**src/rtl/lsu_pkg.sv**
```systemverilog
// Shared types and constants for the load/store unit controller.
// Width codes, FSM states, RAM base address and an alignment-mask helper.
package lsu_pkg;

   typedef enum logic [1:0] {
      WDT_B = 2'b00,
      WDT_H = 2'b01,
      WDT_W = 2'b10,
      WDT_D = 2'b11
   } wdt_e;

   typedef enum logic [1:0] {
      IDLE,
      ISSUE,
      WAIT,
      RESP
   } state_e;

   localparam logic [63:0] RamAddr = 64'h0000_0000_8000_0000;

   // Address bits that must be zero for an access of the given width.
   function automatic logic [63:0] lsb_mask(input wdt_e w);
      case (w)
         WDT_B:   return 64'h0;
         WDT_H:   return 64'h1;
         WDT_W:   return 64'h3;
         default: return 64'h7;
      endcase
   endfunction

endpackage

```
**src/rtl/lsu_sext.sv**
```systemverilog
// Load-result extension: sign-extends 8/16/32-bit data when requested.
// 64-bit data and unsigned loads pass through unchanged.
module lsu_sext
   import lsu_pkg::*;
(
   input  logic [63:0] data,
   input  logic [1:0]  wdt,
   input  logic        sext,
   output logic [63:0] result
);

   wdt_e w;
   assign w = wdt_e'(wdt);

   always_comb begin
      result = data;
      if (sext) begin
         case (w)
            WDT_B:   result = {{56{data[7]}},  data[7:0]};
            WDT_H:   result = {{48{data[15]}}, data[15:0]};
            WDT_W:   result = {{32{data[31]}}, data[31:0]};
            default: result = data;
         endcase
      end
   end

endmodule

```
**src/rtl/lsu_ctrl.sv**
```systemverilog
// Single-outstanding load/store controller between EXU, memory and WBU.
// Define LSU_MISALIGN_TRAP_EN to flag misaligned accesses instead of aligning them.
module lsu_ctrl
   import lsu_pkg::*;
(
   input  logic        clk,
   input  logic        rst,
   input  logic        req_valid,
   output logic        req_ready,
   input  logic        req_wen,
   input  logic [63:0] req_addr,
   input  logic [63:0] req_wdata,
   input  logic [1:0]  req_wdt,
   input  logic        req_sext,
   output logic        rsp_valid,
   input  logic        rsp_ready,
   output logic [63:0] rsp_rdata,
   output logic        rsp_misalign,
   output logic        mem_ren,
   output logic        mem_wen,
   output logic [63:0] mem_raddr,
   output logic [63:0] mem_waddr,
   output logic [63:0] mem_wdata,
   output logic [1:0]  mem_wdt,
   input  logic [63:0] mem_rdata
);

   state_e      state_q, state_d;
   logic        wen_q, sext_q;
   wdt_e        wdt_q;
   logic [63:0] addr_q, wdata_q, rdata_q;
   logic [63:0] addr_in, sext_out;
   logic        fire, misaligned;

   assign fire = req_valid & req_ready;

`ifdef LSU_MISALIGN_TRAP_EN
   logic mis_q;
   assign addr_in      = req_addr;
   assign misaligned   = |(addr_q & lsb_mask(wdt_q));
   assign rsp_misalign = mis_q;
`else
   assign addr_in      = req_addr & ~lsb_mask(wdt_e'(req_wdt));
   assign misaligned   = 1'b0;
   assign rsp_misalign = 1'b0;
`endif

   lsu_sext u_sext (
      .data   (mem_rdata),
      .wdt    (wdt_q),
      .sext   (sext_q),
      .result (sext_out)
   );

   always_ff @(posedge clk) begin
      if (rst) begin
         state_q <= IDLE;
         wen_q   <= 1'b0;
         sext_q  <= 1'b0;
         wdt_q   <= WDT_B;
         addr_q  <= '0;
         wdata_q <= '0;
         rdata_q <= '0;
`ifdef LSU_MISALIGN_TRAP_EN
         mis_q   <= 1'b0;
`endif
      end else begin
         state_q <= state_d;
         if (fire) begin
            wen_q   <= req_wen;
            sext_q  <= req_sext;
            wdt_q   <= wdt_e'(req_wdt);
            addr_q  <= addr_in;
            wdata_q <= req_wdata;
            rdata_q <= '0;
`ifdef LSU_MISALIGN_TRAP_EN
            mis_q   <= 1'b0;
`endif
         end
`ifdef LSU_MISALIGN_TRAP_EN
         if (state_q == ISSUE && misaligned) mis_q <= 1'b1;
`endif
         if (state_q == WAIT) rdata_q <= sext_out;
      end
   end

   always_comb begin
      state_d   = state_q;
      req_ready = 1'b0;
      rsp_valid = 1'b0;
      mem_ren   = 1'b0;
      mem_wen   = 1'b0;
      case (state_q)
         IDLE: begin
            req_ready = 1'b1;
            if (req_valid) state_d = ISSUE;
         end
         ISSUE: begin
            if (misaligned) begin
               state_d = RESP;
            end else if (wen_q) begin
               mem_wen = 1'b1;
               state_d = RESP;
            end else begin
               mem_ren = 1'b1;
               state_d = WAIT;
            end
         end
         WAIT: state_d = RESP;
         RESP: begin
            rsp_valid = 1'b1;
            if (rsp_ready) state_d = IDLE;
         end
         default: state_d = IDLE;
      endcase
      // Handshake and strobe outputs are suppressed while reset is asserted.
      if (rst) begin
         req_ready = 1'b0;
         rsp_valid = 1'b0;
         mem_ren   = 1'b0;
         mem_wen   = 1'b0;
      end
   end

   assign rsp_rdata = rdata_q;
   assign mem_raddr = addr_q;
   assign mem_waddr = addr_q;
   assign mem_wdata = wdata_q;
   assign mem_wdt   = wdt_q;

endmodule
```
**config.mk**
```make
export PLATFORM = sky130hd
export DESIGN_NAME = lsu_ctrl
export DESIGN_NICKNAME = d
export VERILOG_FILES = /design/src/rtl/lsu_pkg.sv /design/src/rtl/lsu_sext.sv /design/src/rtl/lsu_ctrl.sv
export SDC_FILE = /design/constraint.sdc
export NUM_CORES = 1
export LEC_CHECK = 0
export CAP_MARGIN = 20
export CELL_PAD_IN_SITES_DETAIL_PLACEMENT = 1
export CELL_PAD_IN_SITES_GLOBAL_PLACEMENT = 1
export CORE_AREA = 2 2 181 183
export DETAILED_ROUTE_END_ITERATION = 6
export DIE_AREA = 0 0 183 185
export MAX_ROUTING_LAYER = met4
export PLACE_DENSITY = 0.79
export SYNTH_ARGS = -nofsm -noshare
export SYNTH_HDL_FRONTEND = slang
export SYNTH_HIERARCHICAL = 1
export SYNTH_SLANG_ARGS = --single-unit
```
**constraint.sdc**
```tcl
create_clock -name clk -period 4.6 [get_ports clk]
set_input_delay 0.46 -clock clk [delete_from_list [all_inputs] [get_ports clk]]
set_output_delay 0.46 -clock clk [all_outputs]
set_load 0.01 [all_outputs]
```
==> results of run 1 <==
cell families after synthesis:
| logic type | Yosys count | synth area share |
|---|---|---|
| flip-flops | 198 | 0.460 |
| AND/OR/NAND/NOR | 537 | 0.288 |
| multiplexers | 17 | 0.0197 |
| adder cells (fa/ha/maj) | 5 | 0.00726 |
| buffers and inverters | 214 | 0.139 |
| other | 1 | 0.000435 |
| AO/OA/AOI/OAI | 113 | 0.0858 |
through the flow:
step                      utilization  instance area [µm²]  setup WS, ps
after floorplan                     -                 8620          3010
after global placement          0.402                12900          1790
after detailed placement        0.402                12900          1730
after CTS                       0.420                13500          2020
after global routing            0.421                13500          1960
final                           0.421                13500          2120
routing by layer:
metal | wire (µm) | up-vias
li1 | - | 4142
met1 | 13100 | 4148
met2 | 16700 | 300
met3 | 2210 | 41
met4 | 786 | 0
met5 | 0 | -
power groups by stage:
| stage | Combinational [mW] | Sequential [mW] | Clock, mW |
|---|---|---|---|
| after floorplan | 1.19 | 2.49 | 0 |
| after global placement | 2.51 | 2.37 | 0 |
| after detailed placement | 2.56 | 2.39 | 0 |
| after CTS | 2.57 | 2.35 | 1.59 |
| after global routing | 2.75 | 2.39 | 1.66 |
| final | 2.54 | 2.35 | 1.54 |
worst paths after layout:
kind	startpoint	endpoint	slack [ps]
setup / recovery	state_q[1]	mem_ren	2120
hold reg to reg	mem_wdata[52]	mem_wdata[52]	450
setup reg to reg	state_q[0]	rsp_rdata[14]	2370
hold / removal	rst	mem_raddr[2]	270
layout by cell type, fill, tap and decap left out, types with 2 or more instances in the layout:
master / instances
sky130_fd_sc_hd__inv_8: 4
sky130_fd_sc_hd__nand2_1: 326
sky130_fd_sc_hd__mux2i_1: 16
sky130_fd_sc_hd__dfxtp_1: 198
sky130_fd_sc_hd__diode_2: 2
sky130_fd_sc_hd__nand3b_1: 65
sky130_fd_sc_hd__buf_12: 2
sky130_fd_sc_hd__nor2b_1: 4
sky130_fd_sc_hd__nand3_1: 131
sky130_fd_sc_hd__clkinvlp_4: 5
sky130_fd_sc_hd__or3b_1: 2
sky130_fd_sc_hd__o221ai_2: 4
sky130_fd_sc_hd__o221ai_1: 28
sky130_fd_sc_hd__o21ai_0: 2
sky130_fd_sc_hd__a21o_1: 8
sky130_fd_sc_hd__inv_1: 50
sky130_fd_sc_hd__ha_1: 4
sky130_fd_sc_hd__a21oi_1: 69
sky130_fd_sc_hd__buf_4: 11
sky130_fd_sc_hd__clkdlybuf4s50_1: 460
sky130_fd_sc_hd__inv_6: 2
sky130_fd_sc_hd__clkbuf_16: 17
worst register-to-register path, cell delays in order (launching register included):
cell and delay, ps:
sky130_fd_sc_hd__dfxtp_1 340, sky130_fd_sc_hd__inv_1 160, sky130_fd_sc_hd__ha_1 290, sky130_fd_sc_hd__nand3b_4 460, sky130_fd_sc_hd__buf_12 410, sky130_fd_sc_hd__nand3b_1 340
sky130_fd_sc_hd__a21oi_1 80
registers in the layout (all words and copies together) (netlist names):
name,cells
mem_wdata,64
mem_raddr,64
mem_wdt,2
wen_q,1
state_q,2
rsp_rdata,64
sext_q,1
final cells by class:
class / instances / area [µm²] / area share
tap: 408 / 510 / 0.0379
antenna: 2 / 5.00 / 0.000371
clock buffer: 18 / 439 / 0.0326
sequential: 198 / 3960 / 0.294
timing repair buffer: 474 / 4730 / 0.351
clock inverter: 14 / 144 / 0.0107
multi-input combinational: 673 / 3490 / 0.259
inverter: 51 / 194 / 0.0144
==> run summary, run 1 <==
The flow ran to the end, and the final reports show no timing, DRC or antenna violations. The most used flip-flop cell after synthesis is sky130_fd_sc_hd__dfxtp_1. The initialized floorplan defines 66 standard-cell rows.

The tools report the sequential cell area fraction in the yosys report as 0.460. The accumulated negative setup slack was 0 ps. The insertion delay of the later-clocked pin in the worst-skew pair is 440 ps. Via total after detailed routing: 8631. The async set or reset register ratio after synthesis came out at 0.

In this run, synthesis inferred 0 flip-flops with an integrated enable. The tools report the floorplan core area as 32000 µm². The largest area contributor in the netlist was sky130_fd_sc_hd__dfxtp_1. The maximum vdd drop is 0.236 mV, and the final weighted congestion in routability-driven placement is 0.793. Met3 routing resource usage after global routing: 0.0513.

The run gives 106 as the maximum number of pins on one net before global-route repair. The net load switching power is 2.23 mW, and the number of different library cells in the post-synthesis netlist is 31. For the total clock buffers created by CTS, the log shows 17. In this run, placement finished with an instance count of 1803. The data required time at the worst endpoint was 4140 ps. TritonCTS built the clock tree. Sum of buffers and inverters on the critical path: 2. The clock root buffer is sky130_fd_sc_hd__clkbuf_16. Final max-slew violation count: 0.

The most crowded layer after global routing was met2. Effective utilization at floorplan: 0.269. Yosys attributes the largest share of cell area to sky130_fd_sc_hd__dfxtp_1 46%, sky130_fd_sc_hd__nand2_1 14%, sky130_fd_sc_hd__nand3_1 7.6%. The first routing iteration left 348 violations. For the routing usage on met1, the log shows 0.209.

The worst hold path was traced through 2 stages. After legalization and detailed placement, the total HPWL measured 23200 µm. The run gives 0 as the number of hold-repair buffers added at the cts stage. The path class of the lowest-slack min-delay path is in2reg. The run gives 0 as the count of instances resized after the clock tree is built. Combinational group share of total power: 0.396. The remaining routing DRC violations was 0; the ratio of cells with drive above 1 in the final layout was 0.0399. The CTS sink count was 198; the number of port buffers was 461. The global-route wire length before repair was 49000 µm. The switching portion of total power came out at 0.348. Setup repair after global routing left no endpoint under its margin. Data arrives at the worst endpoint at 2020 ps.

Broken down by cell family, the worst path's largest delay share belongs to buffers and inverters. For the area of the mapped netlist, the log shows 8620 µm². The maximum buffer depth of the clock tree came out at 2. For this run, the post-layout net count is 1620.

Measured in cells, the most critical reg-to-reg path has a length of 6. The critical path in this run is classified as reg2out. The met2 track demand over resource came out at 0.334. Sorting the synthesized cells by how often they occur yields 326 x sky130_fd_sc_hd__nand2_1, 198 x sky130_fd_sc_hd__dfxtp_1, 131 x sky130_fd_sc_hd__nand3_1, 79 x sky130_fd_sc_hd__buf_4, 69 x sky130_fd_sc_hd__a21oi_1. The synthesized design contains 198 register bits. CTS built an H-tree with a depth of 4. Measured along the x axis, the die boundary spans 183 µm. The internal power of the cells totals 4.19 mW.

Dividing the detail-routed via count by the number of cells gives 4.70. The final count of negative-setup-slack endpoints came out at 0. The clock period minus final worst setup slack was 2480 ps. The number of ports placed on the die boundary was 463; the count of fill cells added during filler insertion was 3739.

The final period utilization was 0.539; the via count of the first global-routing pass was 8735. Once the clock tree was built, the setup fixing pass inserted 0 buffers. The tools report the instance count of the mapped netlist as 1085. In this run the worst path has a maximum fanout of 4. The post-synthesis area per instance was 7.94 µm²; the upper clock frequency limit was 403 MHz. The static leakage was 5.55 nW. In this design, the stage delay of the slowest critical-path cell is 640 ps. The die covers 33900 µm². Traced cell by cell, the critical path runs through inv_1, ha_1, nor3b_1, clkdlybuf4s50_1.

The die is 185 µm tall. Once layout is complete, the cells apart from fillers number 1838. On the final layout, the worst hold slack is 272 ps.

For this design the ratio of total power to cell area is 476 nW/µm². For the worst clock skew, the log shows 11.7 ps. The initial antenna violation count is 2. The top cell type's share of synthesized area came out at 0.460. The mean routed wirelength per cell came out at 17.8 µm. The logs give 0.239 for the clock network fraction of total power and 1290 for the number of nets produced by synthesis.

For the total wire length after detailed routing, the log shows 32700 µm. The overflow left after global routing was 0. The first-pass iteration count of the detailed router was 4. The number of max-cap violations is 0. The detail route stage leaves a number of antenna-violating nets equal to 0. STA classifies the critical path endpoint as an output port. The actual transition at the worst max-transition pin came out at 964 ps. Yosys printed 6 warnings.

The clock transition time at the flip-flop clock pins of the worst setup and hold paths was 80 ps; the max-slew headroom at the worst pin was 0.357. For the global-route usage over all layers, the log shows 0.191. Most frequent cell after synthesis: sky130_fd_sc_hd__nand2_1.

The sequential power share was 0.365. The tools report the startpoint kind of the worst setup timing path as a register. The power after layout came out at 6.42 mW. The largest individual stage delay along the critical path comes from the cell sky130_fd_sc_hd__clkdlybuf4s50_1. The logic depth of the worst setup path including buffers works out to 4. From synthesis to final layout, the design area changed by 56.5%. The tools report the final count of hold timing violations as 0.
Note: power is estimated with default switching activity, not from simulation.
==> inputs of run 2 (changes only) <==
Settings changed: CORE_AREA 2 2 181 183 to unset, CORE_UTILIZATION set to 27, DIE_AREA 0 0 183 185 to unset.
Clock period 4.6 ns to 2.4 ns, I/O delays scaled along.
==> run 2 against run 1 <==
Against the previous run:
- critical path type unchanged
- critical endpoint unchanged
- non-clock buffer count up 3
- largest power group unchanged
- utilization up 1.2 points
- worst setup slack worse by 2000 ps
- first-iteration DRC count down 6.9%
- power up 95%
- worst hold slack worse by 130 ps
- sequential cell count unchanged
- wire length up 0.22%
- design area up 1.1%
- clock skew down 1.9 ps
- clock-buffer cell count unchanged
==> run summary, run 2 (synthesis gave the netlist of run 1 again) <==
The via count of the first global-routing pass came out at 8597. At the end of the flow, the number of nets in the layout was 1623. In the layout the commonest cells are 460 x sky130_fd_sc_hd__clkdlybuf4s50_1, 326 x sky130_fd_sc_hd__nand2_1, 198 x sky130_fd_sc_hd__dfxtp_1.

The critical path is of the reg2out type. For this run, design rule violations remaining after detail routing come to 0. The clock transition time at the flip-flop clock pins of the worst setup and hold paths was 90 ps. OpenSTA, run right after detailed placement, puts the worst setup slack at 474 ps.

For the final max-slew violation count, the log shows 0. The data required time at the worst endpoint was 2160 ps; the actual transition at the worst max-transition pin was 800 ps. The H-tree was split into 4 levels. For the maximum buffer depth of the clock tree, the log shows 2. The tightest min-delay check is of the in2reg type. The synthesis-to-layout area growth was 58.2%. Among all stages on the critical path, the largest delay is contributed by sky130_fd_sc_hd__clkdlybuf4s50_1.

The effective utilization at floorplan is 0.274. The maximum cell stage delay along the critical path came out at 640 ps. Traced cell by cell, the critical path runs through inv_1, ha_1, nor3b_2, clkdlybuf4s50_1.

The run gives 0 ps as the accumulated negative setup slack. For this run the aggregate overflow at the end of global routing stands at 0. The tools report the insertion delay of the later-clocked pin in the worst-skew pair as 440 ps.

Type of element capturing the critical path: an output port. The startpoint kind of the worst setup timing path was a register. Once routing completed, OpenROAD measured the worst setup slack at 145 ps.

Setup repair after global routing left no endpoint under its margin. Timing would allow up to 443 MHz. The register cell area after layout was 3960 µm²; the ratio of total power to cell area was 918 nW/µm². At the worst endpoint, the arrival time is 2010 ps.

The area of the die was 32600 µm²; the clock period minus final worst setup slack was 2250 ps. Along the worst hold path, the cell count comes to 2. The clock arrives with 9.82 ps of skew. The y dimension of the die works out to 181 µm. The logs give 0 for the final count of hold timing violations and 3720 for the count of fill cells added during filler insertion.

The area occupied by multi-input gates was 3500 µm²; the final weighted congestion in routability-driven placement was 0.829. The first detailed-routing pass ran for 4 iterations. The run gives 6 as the initial antenna violation count. The run gives 5.63 nW as the static leakage.

TritonCTS built the clock tree. Commonest non-fill, non-tap cell in the layout: sky130_fd_sc_hd__clkdlybuf4s50_1. The max-slew headroom at the worst pin is 0.467, and the cell row count is 65. The logs give 0.201 for the global-route usage over all layers and 324 for the DRC marker count from the first detailed-route iteration. CTS saw 198 sinks. The mean routed wirelength per cell works out to 17.8 µm. Along the worst path, the maximum fanout reaches 4.

The root buffer cell chosen for the clock tree is sky130_fd_sc_hd__clkbuf_16. The smallest hold slack came out at 144 ps. The number of max-cap violations is 0. The run gives 17 as the total clock buffers created by CTS. After detailed routing, the number of vias per cell comes to 4.67.

The final period utilization was 0.940. Total non-filler cell area in the finished layout: 13600 µm². Input and output buffers added on the ports amount to 461. The maximum number of pins on one net before global-route repair is 130, and the number of ports placed on the die boundary is 463.

Detailed routing inserted a total of 8591 vias. The floorplan step set the die width to 181 µm. The ratio of cells with drive above 1 in the final layout came out at 0.0426. Summed over all nets, the half-perimeter wirelength after detailed placement is 23200 µm.

The number of cells on the worst reg-to-reg path is 6. The tools report the post-CTS repair timing setup buffer count as 0. The run finished with clean final reports. In this run the cell area measured after placement is 13000 µm². After floorplanning, the core was sized to cover 31500 µm². Setup violations remaining at the end of the flow were counted as 0.

The remaining number of nets flagged by the antenna check after routing was 0; the maximum vdd drop was 0.465 mV. The run gives 480 ps as the register-to-register setup slack. Total power for the finished layout comes to 12.5 mW.

The tools report the global-route wire length before repair as 49700 µm. The tools report the total wire length after detailed routing as 32800 µm.
[run 2: changes by cell type in the layout (fill, tap and decap cells not counted), sizes merged]
cell / previous run / this run
inv: 57 / 58
buf: 14 / 17
clkinvlp: 5 / 1
diode: 2 / 6
clkinv: 2 / 5
[run 2: power breakdown]
| part | total [mW] | internal [mW] | switching, mW | leakage, nW |
|---|---|---|---|---|
| registers | 4.47 | 3.99 | 0.475 | 1.62 |
| clock network | 3.03 | 1.52 | 1.51 | 0.295 |
| logic | 5.01 | 2.63 | 2.38 | 3.72 |
[run 2: layer usage]
metal  global-route usage  up-vias  routed length [µm]
li1                     -     4156                   -
met1                0.216     4093               13100
met2                0.349      297               16600
met3               0.0538       45                2260
met4               0.0844        0                 856
met5                    -        -                   0
[run 2: stage by stage]
| step | std cells | util |
|---|---|---|
| detailed placement | 1801 | 0.413 |
| finish | 1839 | 0.433 |
| CTS | 1833 | 0.433 |
| global placement | 1801 | 0.413 |
| global route | 1839 | 0.433 |
| floorplan | 1085 | - |
[run 2: cell type report]
type | count | share of cell area
clock buffer | 18 | 0.0322
antenna | 6 | 0.00110
tap | 402 | 0.0369
timing repair buffer | 477 | 0.356
sequential | 198 | 0.291
inverter | 51 | 0.0142
clock inverter | 14 | 0.0120
multi-input combinational | 673 | 0.257
[run 2: final timing paths]
path | startpoint | to
max | state_q[1] | mem_ren
min | rst | state_q[0]
max reg2reg | state_q[0] | mem_wdata[46]
min reg2reg | mem_wdata[57] | mem_wdata[57]
[run 2: worst max-delay path, delay by kind of cell (launching register included)]
family / cells / cell delay, ps
buffers and inverters: 2 / 760
DFF: 1 / 360
adders and majority gates: 1 / 190
and+or+nand+nor: 1 / 270
[run 2: timing repair]
item	in CTS	in global routing
gates resized for setup	1	0
endpoints found under the setup margin	1	0
hold buffers	0	0
